File: src/rtl/sync_flag_arbiter_if.sv
// Event handshake between the flag arbiter (master) and its consumer (slave).
interface sync_flag_arbiter_if #(
   parameter int unsigned CH_W = 2
);
   logic            EVT_VALID;
   logic [CH_W-1:0] EVT_CH;
   logic            EVT_READY;

   modport master (output EVT_VALID, output EVT_CH, input EVT_READY);
   modport slave  (input EVT_VALID, input EVT_CH, output EVT_READY);
endinterface

File: src/rtl/sync_flag_arbiter.sv
// Synchronises N_CH asynchronous level flags, turns rising edges into pending
// events and presents them one at a time with round-robin arbitration.
module sync_flag_arbiter #(
   parameter int unsigned N_CH = 4,
   parameter int unsigned CH_W = 2
) (
   input  logic                CLK,
   input  logic                RST,
   input  logic [N_CH-1:0]     FLAG_IN,
   input  logic [N_CH-1:0]     EN,
   sync_flag_arbiter_if.master evt,
   output logic [N_CH-1:0]     OVERFLOW,
   input  logic [N_CH-1:0]     CLR_OVF
);

   localparam int unsigned ARM_CYC = 4;
   localparam int unsigned ARM_W   = $clog2(ARM_CYC);

   typedef enum logic {IDLE, PRESENT} state_t;

   logic [N_CH-1:0]  s1, s2, s3, prev;
   logic [ARM_W-1:0] arm_cnt;
   logic             armed;
   logic [N_CH-1:0]  pending;
   logic [N_CH-1:0]  rise;
   logic [N_CH-1:0]  grant_vec;
   logic [N_CH-1:0]  pend_nxt;
   logic [N_CH-1:0]  ovf_nxt;
   logic [CH_W-1:0]  grant_idx;
   logic [CH_W-1:0]  last_grant;
   logic             grant_en;
   state_t           state;

   // First requesting channel strictly after 'last', wrapping at N_CH-1.
   function automatic logic [CH_W-1:0] rr_pick(input logic [N_CH-1:0] req,
                                                input logic [CH_W-1:0] last);
      logic [CH_W-1:0] pick;
      logic [CH_W-1:0] idx_c;
      logic            found;
      int unsigned     idx;
      pick  = '0;
      found = 1'b0;
      for (int unsigned k = 1; k <= N_CH; k++) begin
         idx   = (32'(last) + k) % N_CH;
         idx_c = CH_W'(idx);
         if (!found && req[idx_c]) begin
            pick  = idx_c;
            found = 1'b1;
         end
      end
      return pick;
   endfunction

   // Three-flop synchroniser, edge history and post-reset arming delay.
   always_ff @(posedge CLK) begin
      if (RST) begin
         s1      <= '0;
         s2      <= '0;
         s3      <= '0;
         prev    <= '0;
         arm_cnt <= '0;
         armed   <= 1'b0;
      end else begin
         s1   <= FLAG_IN;
         s2   <= s1;
         s3   <= s2;
         prev <= s3;
         if (!armed) begin
            arm_cnt <= arm_cnt + ARM_W'(1);
            armed   <= (arm_cnt == ARM_W'(ARM_CYC - 1));
         end
      end
   end

   always_comb begin
      rise      = s3 & ~prev & EN & {N_CH{armed}};
      grant_en  = (state == IDLE) && (|pending);
      grant_idx = rr_pick(pending, last_grant);
      grant_vec = grant_en ? (N_CH'(1) << grant_idx) : '0;
      // A rise coinciding with its own grant re-arms the channel instead of overflowing.
      pend_nxt  = (pending | rise) & ~(grant_vec & ~rise) & EN;
      ovf_nxt   = (OVERFLOW & ~CLR_OVF) | (rise & pending & ~grant_vec);
   end

   always_ff @(posedge CLK) begin
      if (RST) begin
         pending  <= '0;
         OVERFLOW <= '0;
      end else begin
         pending  <= pend_nxt;
         OVERFLOW <= ovf_nxt;
      end
   end

   // Presentation FSM: grant from IDLE, hold the event until accepted.
   always_ff @(posedge CLK) begin
      if (RST) begin
         state         <= IDLE;
         evt.EVT_VALID <= 1'b0;
         evt.EVT_CH    <= '0;
         last_grant    <= CH_W'(N_CH - 1);
      end else begin
         case (state)
            IDLE: begin
               if (grant_en) begin
                  state         <= PRESENT;
                  evt.EVT_VALID <= 1'b1;
                  evt.EVT_CH    <= grant_idx;
                  last_grant    <= grant_idx;
               end
            end
            PRESENT: begin
               if (evt.EVT_READY) begin
                  state         <= IDLE;
                  evt.EVT_VALID <= 1'b0;
               end
            end
            default: begin
               state         <= IDLE;
               evt.EVT_VALID <= 1'b0;
            end
         endcase
      end
   end

endmodule
File: src/flat_wrapper.sv
// flat-port wrapper written by rule: the top's interface ports become plain ports
module sync_flag_arbiter_flat 
#(
   parameter int unsigned N_CH = 4,
   parameter int unsigned CH_W = 2
)
  (CLK, RST, FLAG_IN, EN, OVERFLOW, CLR_OVF, evt_EVT_VALID, evt_EVT_CH, evt_EVT_READY);
  sync_flag_arbiter_if #(.CH_W(CH_W)) evt_i ();
  input  logic CLK;
  input  logic RST;
  input  logic [N_CH-1:0] FLAG_IN;
  input  logic [N_CH-1:0] EN;
  output logic [N_CH-1:0] OVERFLOW;
  input  logic [N_CH-1:0] CLR_OVF;
  output wire logic [$bits(evt_i.EVT_VALID)-1:0] evt_EVT_VALID;
  output wire logic [$bits(evt_i.EVT_CH)-1:0] evt_EVT_CH;
  input wire logic [$bits(evt_i.EVT_READY)-1:0] evt_EVT_READY;
  assign evt_EVT_VALID = evt_i.EVT_VALID;
  assign evt_EVT_CH = evt_i.EVT_CH;
  assign evt_i.EVT_READY = evt_EVT_READY;
  sync_flag_arbiter #(.N_CH(N_CH), .CH_W(CH_W)) u_core (.CLK(CLK), .RST(RST), .FLAG_IN(FLAG_IN), .EN(EN), .evt(evt_i), .OVERFLOW(OVERFLOW), .CLR_OVF(CLR_OVF));
endmodule
File: config.mk
export PLATFORM = sky130hd
export DESIGN_NAME = sync_flag_arbiter_flat
export DESIGN_NICKNAME = d
export VERILOG_FILES = /design/src/rtl/sync_flag_arbiter_if.sv /design/src/rtl/sync_flag_arbiter.sv /design/src/flat_wrapper.sv
export SDC_FILE = /design/constraint.sdc
export NUM_CORES = 1
export LEC_CHECK = 0
export CAP_MARGIN = 15
export CELL_PAD_IN_SITES_DETAIL_PLACEMENT = 1
export CELL_PAD_IN_SITES_GLOBAL_PLACEMENT = 2
export CORE_ASPECT_RATIO = 1.5
export CORE_MARGIN = 8
export CORE_UTILIZATION = 28
export CTS_CLUSTER_SIZE = 16
export DETAILED_ROUTE_END_ITERATION = 10
export GPL_ROUTABILITY_DRIVEN = 0
export PLACE_DENSITY = 0.82
export SETUP_SLACK_MARGIN = 0.5
export SLEW_MARGIN = 0
export SYNTH_ARGS = -nofsm -noshare
export SYNTH_HDL_FRONTEND = slang
export SYNTH_SLANG_ARGS = --single-unit
export TNS_END_PERCENT = 5
File: constraint.sdc
create_clock -name CLK -period 1.4 [get_ports CLK]
set_input_delay 0.42 -clock CLK [delete_from_list [all_inputs] [get_ports CLK]]
set_output_delay 0.42 -clock CLK [all_outputs]
set_load 0.03 [all_outputs]
==> results.txt <==
----------------------------------------------------
[Outcome]
  Outcome ... finished clean

[Routing]
  Via count of the routed design ... 1149
  1st-pass router iterations ... 3
  Post-route ant nets ... 0
  Detailed-route DRC error count ... 0
  Vias per std cell ... 5.06
  Final wirelength ... 3650 um
  Routed length per placed instance ... about 16 um
  Starting DRT DRC Count ... 8

[Synthesis]
  Number of library cell types mapped by synthesis ... 40
  Adder-cell share of the synthesized area ... 0.00970
  EDFF count, synth ... 0
  Cell area after technology mapping ... between 1000 and 1500 um2
  Post-synthesis async set-or-reset flop share ... 0
  Post-Syn Nets ... 155
  Mean Syn Cell Area ... 9.28 um2
  Fraction of synthesized cell area taken by the top area cell type ... 0.512
  Flop and latch count out of synthesis ... 33
  Combinational family with the most area after synthesis ... simple AND/OR/NAND/NOR gates
  Post-Synthesis Cells ... 139
  Yosys synthesis warning count ... 0
  Cell type with the largest total area after synthesis ... sky130_fd_sc_hd__dfxtp_1
  Ranking of synthesized cells by area ... sky130_fd_sc_hd__dfxtp_1, sky130_fd_sc_hd__nor2b_1, sky130_fd_sc_hd__nand2_1
  Multiplexer share of the synthesized area ... 0.0155
  Post-synthesis share of cell area spent on and, or, nand and nor gates ... 0.257
  Synthesized-area fraction occupied by ao, oa, aoi and oai cells ... 0.163
  Most frequently used flop master after synthesis ... sky130_fd_sc_hd__dfxtp_1
  Xor/xnor cell area share of the yosys netlist ... 0.00679
  Portion of the post-synthesis area used by sequential elements ... 0.512

[Worst setup path]
  Critical Path Source Type ... flip-flop
  Capture point of the worst reg-to-reg path ... u_core.pending[2]
  Origin of the critical flop-to-flop path ... u_core.pending[3]
  CP arrival ... 1.55 ns
  Capturing instance or port of the critical path ... u_core.pending[2]
  Startpoint of the worst setup timing path ... u_core.pending[3]
  Number of cell instances on the worst register-to-register path ... 4
  Worst-path maximum fanout ... 8
  Critical path data required time ... 1.57 ns
  Classification of the worst setup path ... reg -> reg
  Setup slack, reg-to-reg ... approximately 0.020 ns
  Crit end category ... flip-flop

[Clock network]
  Maximum root-to-sink buffer count ... 2
  Clock Sinks ... 33
  Cell at the root of the clock tree ... sky130_fd_sc_hd__clkbuf_8
  Reg clk slew, reported paths ... roughly 0.06 ns
  Clock tree from TritonCTS ... done
  Clk_lat worst skew ... 0.28 ns
  H-tree depth ... 2
  CTS buffer count ... 5

[Placement]
  Cell count after placement ... 217
  Dpl hpwl ... 2510 um
  Port Buf Inserts ... 21

[Pwr]
  Power density over cell area ... 955 nW/um2
  Maximum vdd ir drop ... 505 uV
  PnR Total Power ... 1.93 mW
  Switching power of the nets ... 0.423 mW
  Sequential share of power ... 0.515
  Fraction of power consumed by combinational cells ... 0.079
  Clock power frac ... 0.406
  Leakage power total ... 0.761 nW
  Switching fraction of total power ... 0.220
  Internal power ... about 1.5 mW

[Floorplan]
  Horizontal die dimension ... 71.4 um
  DIE HEIGHT ... 99.1 um
  Initial core utilization ... 0.289
  Row cnt ... 30
  Floorplan Core Area ... 4470 um2
  Number of primary I/O pins ... 22
  Die Outline Area ... 7080 um2

[STA]
  Setup Viol. Count Final ... 0
  Hold Fails Final Rpt ... 0
  Final Critical Period ... 1.38 ns
  Maximum clock frequency ... 725 MHz
  Hold Worst Slack ... between 0.4 and 0.5 ns
  Worst slew pin tran ... between 0.4 and 0.5 ns
  Clock skew after layout ... 0.00664 ns
  Share of the clock period used by the worst path after layout ... 0.986
  Worst slew slack as a fraction of its limit ... 0.697
  Setup repair after global routing missed its margin ... true
  Count of pins over their slew limit ... 0

[Global routing]
  First-pass GRT wire length ... 6080 um
  Largest net degree at the start of global routing ... 29
  GRT met2 Usage ... 0.212
  GR met1 Demand/Resource ... 0.0969
  Global route total overflow ... 0
  Antenna violations before repair ... 0
  Number of global-route vias before repair ... ~1300
  GR peak layer ... met2
  GRT Total Usage ... 0.109
  Met3 global-route usage ... 0.0262

[Finish]
  Area growth from synthesis to layout ... 56.4%
  Net total in the final layout ... 194
  Fill cell total of the finished layout ... 503
  Antenna diode instance count ... 0
  Ratio of cells with drive above 1 in the final layout ... 0.447
  Non-Filler Instances ... 227

[Hold path]
  Startpoint of the most critical hold path ... u_core.s1[3]
  Hold-critical path depth ... 1
  Hold crit path type ... reg -> reg

[Flow run]
  Number of max-capacitance violations reported ... 0

----------------------------------------------------
[how the worst min path moves through the flow]
stage,end,slack [ns]
final,u_core.s2[3],0.45
after detailed placement,u_core.s2[3],0.43
after global routing,u_core.s2[1],0.47
after floorplan,u_core.s2[0],0.41
after global placement,u_core.s3[0],0.42
after CTS,u_core.s2[3],0.45
[power by group through the flow]
stage / Combinational [mW] / Clock, mW / Sequential [mW]
6_report: 0.153 / 0.781 / 0.991
5_1_grt: 0.169 / 0.843 / 0.996
4_1_cts: 0.143 / 0.813 / 0.983
3_5_place_dp: 0.138 / 0 / 1.01
3_3_place_gp: 0.132 / 0 / 1.01
2_1_floorplan: 0.0631 / 0 / 1.01
[layer usage]
layer	part of all wire	up-vias
li1	-	560
met1	0.36	567
met2	0.60	15
met3	0.022	7
met4	0.020	0
met5	0	-
[through the flow]
step                utilization  area [um2]  TNS [ns]  setup WS [ns]
floorplan                     -        1300         0         0.0538
global placement          0.369        1650     -2.72         -0.371
detailed placement        0.369        1650     -3.90         -0.438
CTS                       0.412        1840         0         0.0174
global route              0.452        2020   -0.0534        -0.0330
finish                    0.452        2020         0         0.0198
[Yosys cell counts, drive strengths merged, types with 3 or more instances]
master	count
buf	3
nor2b	17
o21ai	4
nor3	3
clkbuf	3
a21oi	5
inv	3
dfxtp	33
o211ai	3
nand2	16
nor2	15
nand3	4
[logic make-up (layout without fill, tap and decap cells)]
| group | Yosys count | in the layout |
|---|---|---|
| xor gates and xnor gates | 1 | 1 |
| muxes | 2 | 2 |
| and+or+nand+nor | 65 | 65 |
| DFF | 33 | 33 |
| buffers and inverters | 9 | 49 |
| AOI/OAI and AO/OA | 28 | 28 |
| adders and majority gates | 1 | 1 |
[area by class of cell]
cell class	instances	area [um2]	share of cell area
Clock buffer	7	96.3	0.0478
Clock inverter	1	5.00	0.00248
Inverter	3	11.3	0.00558
Multi-Input combinational cell	97	778	0.386
Sequential cell	33	692	0.343
Tap cell	48	60.1	0.0298
Timing Repair Buffer	38	374	0.185
[sequential cells by signal (all words and copies together) (netlist names)]
register,count
u_core.last_grant,2
u_core.evt.EVT_CH,2
u_core.s1,4
u_core.s3,4
u_core.prev,4
u_core.OVERFLOW,4
u_core.armed,1
u_core.pending,4
u_core.s2,4
u_core.state,1
u_core.arm_cnt,2
u_core.evt.EVT_VALID,1
[critical path, stage by stage, from the launching register on]
cell                      delay (ns)
sky130_fd_sc_hd__dfxtp_4        0.43
sky130_fd_sc_hd__nand2_2        0.09
sky130_fd_sc_hd__a211o_4        0.37
sky130_fd_sc_hd__o21a_1         0.17
sky130_fd_sc_hd__a211o_1        0.21
[cells in the final DEF (no fill, tap or decap), types with 2 or more instances in the layout]
master	n
sky130_fd_sc_hd__dfxtp_1	18
sky130_fd_sc_hd__nor2b_1	16
sky130_fd_sc_hd__buf_4	15
sky130_fd_sc_hd__clkdlybuf4s50_1	13
sky130_fd_sc_hd__nand2_1	12
sky130_fd_sc_hd__nor2_1	11
sky130_fd_sc_hd__dfxtp_2	10
sky130_fd_sc_hd__clkbuf_8	7
sky130_fd_sc_hd__buf_6	6
sky130_fd_sc_hd__dfxtp_4	5
sky130_fd_sc_hd__nand2_2	4
sky130_fd_sc_hd__a21oi_2	4
sky130_fd_sc_hd__nand3_1	4
sky130_fd_sc_hd__inv_1	3
sky130_fd_sc_hd__o211ai_1	3
sky130_fd_sc_hd__and3_1	2
sky130_fd_sc_hd__nor2_2	2
sky130_fd_sc_hd__o21ai_1	2
sky130_fd_sc_hd__nor2_4	2
sky130_fd_sc_hd__nor3_2	2
sky130_fd_sc_hd__buf_12	2
[repair_timing]
action                                  CTS  global route
hold buffers                              0             0
gates resized for setup                  22            45
setup buffers                             2             0
pin swaps                                 5            14
endpoints found under the setup margin   40            40
No activity file was read; power rests on OpenSTA's default activity.
